$ cat src/rtl/ifmap_pkg.sv
// Shared definitions for the ifmap scratchpad receiver: default sizes, the
// FSM state encoding and the width of the window-size (need) arithmetic.
package ifmap_pkg;

    localparam int DATA_W = 16;
    localparam int DEPTH  = 32;
    localparam int NEED_W = 10;
    localparam int CFG_W  = 5;

    typedef enum logic [1:0] {
        ST_IDLE  = 2'd0,
        ST_LOAD  = 2'd1,
        ST_READY = 2'd2,
        ST_DONE  = 2'd3
    } state_e;

    // cfg_fw * cfg_ic; 31*31 = 961 still fits in NEED_W bits
    function automatic logic [NEED_W-1:0] calc_need(input logic [CFG_W-1:0] fw,
                                                    input logic [CFG_W-1:0] ic);
        return NEED_W'(fw) * NEED_W'(ic);
    endfunction

endpackage

$ cat src/rtl/ifmap_spad_rx_spad_ram.sv
// DEPTH x DATA_W scratchpad, one write and one synchronous read port.
// IFMAP_RX_ZERO_SKIP_EN adds a zero flag registered alongside the read word.
module spad_ram #(
    parameter int DATA_W = 16,
    parameter int DEPTH  = 32,
    localparam int AW    = $clog2(DEPTH)
) (
    input  logic              clk,
    input  logic              rst,
    input  logic              we_i,
    input  logic [AW-1:0]     waddr_i,
    input  logic [DATA_W-1:0] wdata_i,
    input  logic              re_i,
    input  logic [AW-1:0]     raddr_i,
    output logic [DATA_W-1:0] rdata_o,
    output logic              rzero_o
);

    logic [DATA_W-1:0] mem_q [DEPTH];
    logic [DATA_W-1:0] rdata_q;

    // Storage is deliberately left out of reset.
    always_ff @(posedge clk) begin
        if (we_i) begin
            mem_q[waddr_i] <= wdata_i;
        end
    end

    always_ff @(posedge clk or posedge rst) begin
        if (rst) begin
            rdata_q <= '0;
        end else if (re_i) begin
            rdata_q <= mem_q[raddr_i];
        end
    end

    assign rdata_o = rdata_q;

`ifdef IFMAP_RX_ZERO_SKIP_EN
    logic rzero_q;

    always_ff @(posedge clk or posedge rst) begin
        if (rst) begin
            rzero_q <= 1'b0;
        end else if (re_i) begin
            rzero_q <= (mem_q[raddr_i] == '0);
        end
    end

    assign rzero_o = rzero_q;
`else
    assign rzero_o = 1'b0;
`endif

endmodule

$ cat src/rtl/ifmap_spad_rx.sv
// Ifmap scratchpad receiver: loads a sliding filter window from the diagonal
// bus and replays it to the MAC. Zero-skip hint enabled by IFMAP_RX_ZERO_SKIP_EN.
//
// state    | meaning
// ---------+---------------------------------------------------------
// ST_IDLE  | no session; waits for en with a legal cfg_fw*cfg_ic
// ST_LOAD  | accepting din_vld words until count reaches need
// ST_READY | full window resident; rd_req streams words out
// ST_DONE  | window fully read; slide advances, rd_req replays
module ifmap_spad_rx #(
    parameter int DATA_W = ifmap_pkg::DATA_W,
    parameter int DEPTH  = ifmap_pkg::DEPTH
) (
    input  logic              clk,
    input  logic              rst,
    input  logic              en,
    input  logic [4:0]        cfg_ic,
    input  logic [4:0]        cfg_fw,
    input  logic [DATA_W-1:0] din,
    input  logic              din_vld,
    input  logic              rd_req,
    input  logic              slide,
    output logic [DATA_W-1:0] rd_data,
    output logic              rd_vld,
    output logic              rd_last,
    output logic              rd_zero,
    output logic              ready,
    output logic              cfg_err,
    output logic              ovf
);

    import ifmap_pkg::*;

    localparam int AW = $clog2(DEPTH);

    state_e            state_q, state_d;
    logic [NEED_W-1:0] need_q, need_d;
    logic [NEED_W-1:0] count_q, count_d;
    logic [NEED_W-1:0] rd_idx_q, rd_idx_d;
    logic [4:0]        ic_q, ic_d;
    logic [AW-1:0]     head_q, head_d;
    logic [AW-1:0]     wr_ptr_q, wr_ptr_d;
    logic              rd_vld_q, rd_vld_d;
    logic              rd_last_q, rd_last_d;
    logic              cfg_err_q, cfg_err_d;
    logic              ovf_q, ovf_d;

    logic              we;
    logic              re;
    logic              do_read;
    logic              is_last;
    logic [AW-1:0]     raddr;
    logic [NEED_W-1:0] need_calc;

    always_ff @(posedge clk or posedge rst) begin
        if (rst) begin
            state_q   <= ST_IDLE;
            need_q    <= '0;
            count_q   <= '0;
            rd_idx_q  <= '0;
            ic_q      <= '0;
            head_q    <= '0;
            wr_ptr_q  <= '0;
            rd_vld_q  <= 1'b0;
            rd_last_q <= 1'b0;
            cfg_err_q <= 1'b0;
            ovf_q     <= 1'b0;
        end else begin
            state_q   <= state_d;
            need_q    <= need_d;
            count_q   <= count_d;
            rd_idx_q  <= rd_idx_d;
            ic_q      <= ic_d;
            head_q    <= head_d;
            wr_ptr_q  <= wr_ptr_d;
            rd_vld_q  <= rd_vld_d;
            rd_last_q <= rd_last_d;
            cfg_err_q <= cfg_err_d;
            ovf_q     <= ovf_d;
        end
    end

    always_comb begin
        state_d   = state_q;
        need_d    = need_q;
        count_d   = count_q;
        rd_idx_d  = rd_idx_q;
        ic_d      = ic_q;
        head_d    = head_q;
        wr_ptr_d  = wr_ptr_q;
        rd_vld_d  = 1'b0;
        rd_last_d = 1'b0;
        cfg_err_d = cfg_err_q;
        ovf_d     = ovf_q | (din_vld & ~(en & (state_q == ST_LOAD)));
        we        = 1'b0;
        re        = 1'b0;
        do_read   = 1'b0;
        need_calc = calc_need(cfg_fw, cfg_ic);
        // rd_idx is always below need <= DEPTH, so its low bits are the offset
        raddr     = head_q + rd_idx_q[AW-1:0];
        is_last   = (rd_idx_q == need_q - NEED_W'(1));

        if (!en) begin
            state_d  = ST_IDLE;
            count_d  = '0;
            head_d   = '0;
            wr_ptr_d = '0;
            rd_idx_d = '0;
        end else begin
            case (state_q)
                ST_IDLE: begin
                    if (need_calc == '0 || need_calc > NEED_W'(DEPTH)) begin
                        cfg_err_d = 1'b1;
                    end else begin
                        need_d  = need_calc;
                        ic_d    = cfg_ic;
                        state_d = ST_LOAD;
                    end
                end
                ST_LOAD: begin
                    if (din_vld) begin
                        we       = 1'b1;
                        wr_ptr_d = wr_ptr_q + AW'(1);
                        count_d  = count_q + NEED_W'(1);
                        if (count_q + NEED_W'(1) == need_q) begin
                            state_d = ST_READY;
                        end
                    end
                end
                ST_READY: begin
                    do_read = rd_req;
                end
                ST_DONE: begin
                    // slide has priority; a lone rd_req restarts from rd_idx 0
                    if (slide) begin
                        head_d  = head_q + AW'(ic_q);
                        count_d = count_q - NEED_W'(ic_q);
                        state_d = ST_LOAD;
                    end else begin
                        do_read = rd_req;
                    end
                end
                default: state_d = ST_IDLE;
            endcase

            if (do_read) begin
                re        = 1'b1;
                rd_vld_d  = 1'b1;
                rd_last_d = is_last;
                if (is_last) begin
                    rd_idx_d = '0;
                    state_d  = ST_DONE;
                end else begin
                    rd_idx_d = rd_idx_q + NEED_W'(1);
                    state_d  = ST_READY;
                end
            end
        end
    end

    spad_ram #(
        .DATA_W (DATA_W),
        .DEPTH  (DEPTH)
    ) u_spad_ram (
        .clk     (clk),
        .rst     (rst),
        .we_i    (we),
        .waddr_i (wr_ptr_q),
        .wdata_i (din),
        .re_i    (re),
        .raddr_i (raddr),
        .rdata_o (rd_data),
        .rzero_o (rd_zero)
    );

    assign rd_vld  = rd_vld_q;
    assign rd_last = rd_last_q;
    assign ready   = (state_q == ST_READY);
    assign cfg_err = cfg_err_q;
    assign ovf     = ovf_q;

endmodule

$ cat config.mk
export PLATFORM = sky130hd
export DESIGN_NAME = ifmap_spad_rx
export DESIGN_NICKNAME = d
export VERILOG_FILES = /design/src/rtl/ifmap_pkg.sv /design/src/rtl/ifmap_spad_rx_spad_ram.sv /design/src/rtl/ifmap_spad_rx.sv
export SDC_FILE = /design/constraint.sdc
export NUM_CORES = 1
export LEC_CHECK = 0
export CAP_MARGIN = 25
export CORE_AREA = 2 2 224 226
export DETAILED_ROUTE_END_ITERATION = 6
export DIE_AREA = 0 0 226 228
export PLACE_DENSITY = 0.69
export SLEW_MARGIN = 30
export SYNTH_ARGS = -nofsm -noshare
export SYNTH_HDL_FRONTEND = slang
export SYNTH_SLANG_ARGS = --single-unit
$ cat constraint.sdc
create_clock -name clk -period 3.11 [get_ports clk]
set_input_delay 0.4665 -clock clk [delete_from_list [all_inputs] [get_ports clk]]
set_output_delay 0.4665 -clock clk [all_outputs]
set_load 0.01 [all_outputs]
==> results.md, run 1 <==
- Outcome: finished with violations
- Failing checks: setup timing
- Yosys warns: 0
- Final slew viol count: 0
- Dpl hpwl: 33300 µm
- Final Critical Period: 3.92 ns
- Avg Cell Area, Syn: 18.6 µm²
- Diodes inserted: 0
- Row count: 82
- CP max FO: 5
- VDD IR max: 0.544 mV
- Initial Utilization: 0.494
- Startpoint Class: primary input
- Layout net count: 1577
- Post-synth EDFFs: 512
- Pwr Density: 678 nW/µm²
- Pre-CTS setup slack: -2.04 ns
- Post-Syn Instances: 1313
- CTS Root Cell: clkbuf_16
- Clk_lat worst skew: 0.63 ns
- Area contributors post-synth: edfxtp_1 63%, mux4_2 15%, dfrtp_1 6.9%
- CP Data Required Time: 3.59 ns
- Fin util: 0.591
- Longest Clk Path Bufs: 3
- Die width: 226 µm
- CTS sink count: 579
- Worst-Margin Slew: 0.796 ns
- Final Cell Area: 29200 µm²
- Core ar.: 49300 µm²
- WL final: 56600 µm
- WS Path Type: primary input to register
- Placer Congestion: 0.854
- Setup crit end kind: register
- Residual DRC: 0
- Layout cells sized above 1: 0.313
- CTS Buf Count: 57
- Routed Antenna Nets: 0
- Routed len/inst: 25.6 µm
- Share of Yosys cell area claimed by the top area cell type: 0.631
- Mapped Nets: 1395
- Fmax: 255 MHz
- Vias: 13000
- Total power: 0.0198 W
- Dpl cell area: 26700 µm²
- Port bufs: 52
- Synth Register Bits: 579
- CTS tree: built
- Area leader, netlist: edfxtp_1
- Most used DFF post-synth: edfxtp_1
- Slowest-stage cell, CP: or4_4
- Gr busiest metal: met2
- DR iter-0 viols: 1614
- Max-cap viol count: 0
- PnR worst setup slack: -0.809 ns
- Final count of hold timing violations: 0
- H-tree Lvls: 2
- Area Overhead vs Synth: 19.6%
- CTS Hold Buffers Added: 0
- Sequential share of the synthesized area: 0.699
- Leakage: 9.94 nW
- Unrepaired setup endpoints after global routing: yes
- HP Class: primary input to register
- Arr. time, crit path: 4.40 ns
- Global-route wire length before repair: 85100 µm
- DR vias/cell: 5.88
- Die area: 51500 µm²
- Congestion Overflow GR: 0
- Overall Global Routing Usage: 0.227
- Vias in the first global route: 13300
- Worst path cell trace: buf_8 > nand2_4 > fa_1 > fa_1 > fa_1 > inv_2 > ha_4 > buf_4 > a21o_2 > a21oi_4 > xnor2_1 > or3_1 > or4_4 > buf_6 > mux2_4
- Clock transition at path regs: 0.06 ns
- Routing usage on met3: 0.0354
- Met2 usage: 0.377
- Slew margin rel.: 0.469
- Setup Skew: 0.0359 ns
- First-pass DRT Iterations: 5
- # setup viols final: 18
- Share of synthesized flip-flops with an asynchronous set or reset: 0.116
- Mapped cell area: 24400 µm²
- Initial antenna violation count: 5
- Fin crit share: 1.26
- GR Util met1: 0.314
- Critical Path Most Common Cell: fa_1
- Slowest cell delay on critical path: 0.56 ns
- Ports: 54
- Distinct cells, synth: 64
- Placed cells: 2086
- Final Non-Filler Cells: 2213
- Die H: 228 µm
- Pin count of the biggest net entering global routing: 37
-- final cells by class --
| class | instances | area, µm² |
|---|---|---|
| clock inverter | 40 | 473 |
| fill | 3552 | 20200 |
| sequential | 579 | 17100 |
| timing repair buffer | 187 | 1940 |
| tap | 672 | 841 |
| clock buffer | 65 | 1480 |
| multi-input combinational | 632 | 7240 |
| inverter | 38 | 144 |
-- flip-flops by register name (all words and copies together), names as in the netlist, 5 cells and up --
signal / count
u_spad_ram.rdata_o: 16
rd_idx_q: 10
need_q: 10
ic_q: 5
count_q: 10
head_q: 5
u_spad_ram.mem_q: 512
wr_ptr_q: 5
-- worst paths after layout --
kind,start,endpoint,slack (ns),depth (start not counted)
worst min-delay path,cfg_ic[3],ic_q[3]$_DFFE_PP0P_,0.22,3
max in group asynchronous,rst,ic_q[2]$_DFFE_PP0P_,2.13,3
worst max register to register,rd_idx_q[0]$_DFFE_PP0P_,u_spad_ram.rdata_o[9]$_DFFE_PP0P_,-0.01,9
min in group asynchronous,rst,u_spad_ram.rdata_o[5]$_DFFE_PP0P_,0.28,2
worst max-delay path,cfg_fw[0],ic_q[2]$_DFFE_PP0P_,-0.81,15
worst min register to register,u_spad_ram.rdata_o[4]$_DFFE_PP0P_,u_spad_ram.rdata_o[4]$_DFFE_PP0P_,0.48,2
-- cells by family (layout without fill, tap and decap cells) --
| kind of cell | count (synthesis) | count (layout) | synth area share |
|---|---|---|---|
| other cells | 1 | 1 | 0.000154 |
| fa+ha+maj | 50 | 50 | 0.0294 |
| compound gates | 109 | 109 | 0.0281 |
| simple gates | 234 | 234 | 0.0476 |
| buf+inv | 102 | 330 | 0.0170 |
| mux | 190 | 190 | 0.161 |
| flops | 579 | 579 | 0.699 |
| xor+xnor | 48 | 48 | 0.0172 |
-- placed cells by master (no fill, tap or decap), types with 17 or more instances in the layout --
cell,instances
ha_1,31
nand2_1,56
clkdlybuf4s50_1,37
buf_12,19
edfxtp_1,512
a21oi_1,23
inv_1,36
buf_4,99
clkbuf_16,60
mux4_2,160
xnor2_1,30
nor2_1,30
nand3_1,21
o21ai_0,23
dfrtp_1,67
and2_1,17
nor2_2,33
-- metrics by stage --
stage	TNS [ns]	hold slack, ns
4_1_cts	-12.12	0.192
5_1_grt	-13.87	0.216
3_5_place_dp	-33.53	0.463
3_3_place_gp	-33.06	0.460
6_report	-12.09	0.221
2_1_floorplan	-19.73	0.479
-- worst max-delay path: cells and delay by family --
kind                       cells  cell delay, ns
AOI/OAI and AO/OA              2            0.41
xor gates and xnor gates       1            0.07
adders and majority gates      4            1.72
buffers and inverters          4            0.44
muxes                          1            0.29
and+or+nand+nor                3            1.00
-- layer usage --
layer	vias up	routed length (µm)
li1	5619	-
met1	6790	22300
met2	507	28800
met3	95	4090
met4	10	1330
met5	-	66
-- what timing repair did --
action / in CTS / in global routing
cloned: 8 / 2
setup buffers: 13 / 3
pin swaps: 19 / 15
gates resized for setup: 88 / 23
setup endpoints to repair: 28 / 33
hold endpoints to repair: 0 / 0
-- synthesized netlist by cell type (11+ instances only) --
cell type / n
o21ai_0: 38
buf_1: 13
nor3_1: 12
xor2_1: 14
a21oi_1: 24
inv_1: 38
dfrtp_1: 67
or3_1: 11
mux2i_1: 20
clkbuf_1: 44
and2_1: 17
fa_1: 12
mux4_2: 160
ha_1: 38
edfxtp_1: 512
xnor2_1: 34
nor2_1: 62
nand2_1: 60
nand3_1: 21
-- where the power goes --
| part | internal [W] | total, W | switching (W) | leakage, nW |
|---|---|---|---|---|
| registers | 0.00871 | 0.00898 | 0.000271 | 5.48 |
| logic | 0.00193 | 0.00368 | 0.00176 | 3.51 |
| clock network | 0.00417 | 0.00712 | 0.00296 | 0.950 |
| total | 0.0148 | 0.0198 | 0.00498 | 9.94 |
No activity file was read; power rests on OpenSTA's default activity.
==> run 2: changes to the inputs <==
--- a/config.mk
+++ b/config.mk
@@ -9,6 +9,7 @@
 export CORE_AREA = 2 2 224 226
 export DETAILED_ROUTE_END_ITERATION = 6
 export DIE_AREA = 0 0 226 228
+export GPL_TIMING_DRIVEN = 0
 export PLACE_DENSITY = 0.69
 export SLEW_MARGIN = 30
 export SYNTH_ARGS = -nofsm -noshare
==> constraint.sdc (replaced) <==
create_clock -name clk -period 3.11 [get_ports clk]
set_input_delay 0.4665 -clock clk [delete_from_list [all_inputs] [get_ports clk]]
set_output_delay 0.4665 -clock clk [all_outputs]
set_load 0.1 [all_outputs]
==> results.md, run 2 (synthesis results as in run 1) <==
- Outcome: finished with violations
- Failing checks: setup timing
- Max-cap viol count: 0
- Clock power frac: 0.356
- Vias in the first global route: 13600
- Die width: 226 µm
- Hold Crit Depth: 2
- DR vias/cell: 6.06
- Comb power frac: 0.216
- Initial Utilization: 0.494
- Area Overhead vs Synth: 20.7%
- HP Class: primary input to register
- Max reg flops: 512
- Fin util: 0.597
- Pin count of the biggest net entering global routing: 50
- Pwr Density: 708 nW/µm²
- GR Util met1: 0.330
- Residual DRC: 0
- Unrepaired setup endpoints after global routing: yes
- WL final: 60400 µm
- Overall Global Routing Usage: 0.240
- Final hold slack: 0.139 ns
- Vias: 13400
- Clk_lat worst skew: 0.64 ns
- Fmax: 254 MHz
- Routed len/inst: 27.3 µm
- Most frequent cells in the layout: 512 x edfxtp_1, 160 x mux4_2, 67 x clkbuf_16, 65 x dfrtp_1, 56 x nand2_1
- CTS Root Cell: clkbuf_16
- Sw Share: 0.287
- Routed Antenna Nets: 0
- Die area: 51500 µm²
- Leakage: 9.94 nW
- DR iter-0 viols: 1538
- Clock transition at path regs: 0.06 ns
- Setup crit end kind: register
- Fin crit share: 1.27
- CP Data Required Time: 3.59 ns
- Int Pwr: 0.0149 W
- Gr busiest metal: met2
- Top reg by flops: u_spad_ram.mem_q
- WS Path Type: primary input to register
- CTS Buf Count: 57
- # setup viols final: 17
- Slew margin rel.: 0.332
- Row count: 82
- Sequential share of power: 0.428
- CTS tree: built
- Arr. time, crit path: 4.42 ns
- Congestion Overflow GR: 0
- Global-route wire length before repair: 89100 µm
- Sw Pwr: 0.00599 W
- Port bufs: 52
- CP max FO: 6
- Die H: 228 µm
- Worst R2R Path Depth: 9
- Core ar.: 49300 µm²
- Layout cells sized above 1: 0.311
- Final Critical Period: 3.94 ns
- Ports: 54
- Worst-Margin Slew: 0.999 ns
- CTS Hold Buffers Added: 0
- Dpl hpwl: 35300 µm
- PnR worst setup slack: -0.833 ns
- VDD IR max: 0.654 mV
- Longest Clk Path Bufs: 3
- Initial antenna violation count: 3
- CTS sink count: 579
- First-pass DRT Iterations: 5
- Final slew viol count: 0
- Final count of hold timing violations: 0
- H-tree Lvls: 2
- Layout net count: 1571
- Commonest non-fill, non-tap cell in the layout: edfxtp_1
- Met2 usage: 0.391
- Routing usage on met3: 0.0383
- Setup Skew: 0.0522 ns
- Placer Congestion: 0.856
- Pre-CTS setup slack: -2.26 ns
- Startpoint Class: primary input
[run 2: final cells by class]
cell class                      instances  area (µm²)
Fill cell                            3493       19900
Sequential cell                       579       17100
Multi-Input combinational cell        632        7390
Clock buffer                           64        1490
Timing Repair Buffer                  118        1410
Tap cell                              672         841
Clock inverter                         44         556
Buffer                                 63         556
Inverter                               38         145
Antenna cell                            1        2.50
[run 2: routing by layer]
layer	wire length, µm	up-vias
met5	22	-
met4	2010	4
met3	4970	124
met2	30100	642
met1	23400	7006
li1	-	5621
[run 2: repair_timing]
action                                  in CTS  in global routing
buffers inserted                            54                  6
resized for setup                          165                 38
cloned                                       2                  3
endpoints found under the setup margin     546                369
pin swaps                                   44                 15
[run 2: power groups by stage]
stage	registers, W	logic [W]	clock network, W
after global routing	0.00896	0.00482	0.00783
after detailed placement	0.00910	0.00419	0
after global placement	0.00909	0.00410	0
after CTS	0.00893	0.00442	0.00750
after floorplan	0.00974	0.00233	0
final	0.00893	0.00450	0.00742
[run 2: path summary, 6_finish.rpt]
path	endpoint	slack (ns)	startpoint
setup reg to reg	u_spad_ram.rdata_o[12]$_DFFE_PP0P_	0.02	head_q[0]$_DFFE_PP0P_
hold / removal	ic_q[4]$_DFFE_PP0P_	0.14	cfg_ic[4]
hold reg to reg	ovf$_DFF_PP0_	0.46	ovf$_DFF_PP0_
max in group asynchronous	head_q[0]$_DFFE_PP0P_	2.31	rst
min in group asynchronous	u_spad_ram.rdata_o[5]$_DFFE_PP0P_	0.17	rst
setup / recovery	ic_q[3]$_DFFE_PP0P_	-0.83	cfg_fw[2]
[run 2: critical path, cell delays in order]
cell and delay, ns:
buf_12 0.08, nand2_8 0.04, fa_1 0.54, fa_1 0.43
fa_1 0.51, inv_2 0.05, ha_4 0.23, and3_4 0.14
a221o_1 0.35, nor2_2 0.10, xnor2_1 0.07, or3_1 0.39
or4_4 0.56, buf_12 0.17, mux2_4 0.29
[run 2: stage by stage]
step	area, µm²	power [W]	std cells	TNS, ns
after floorplan	24400	0.0121	1313	-19.73
after global placement	25800	0.0132	2037	-493.31
after detailed placement	26000	0.0133	2038	-261.97
after CTS	29300	0.0208	2202	-14.93
after global routing	29400	0.0216	2210	-15.30
final	29400	0.0208	2211	-13.18
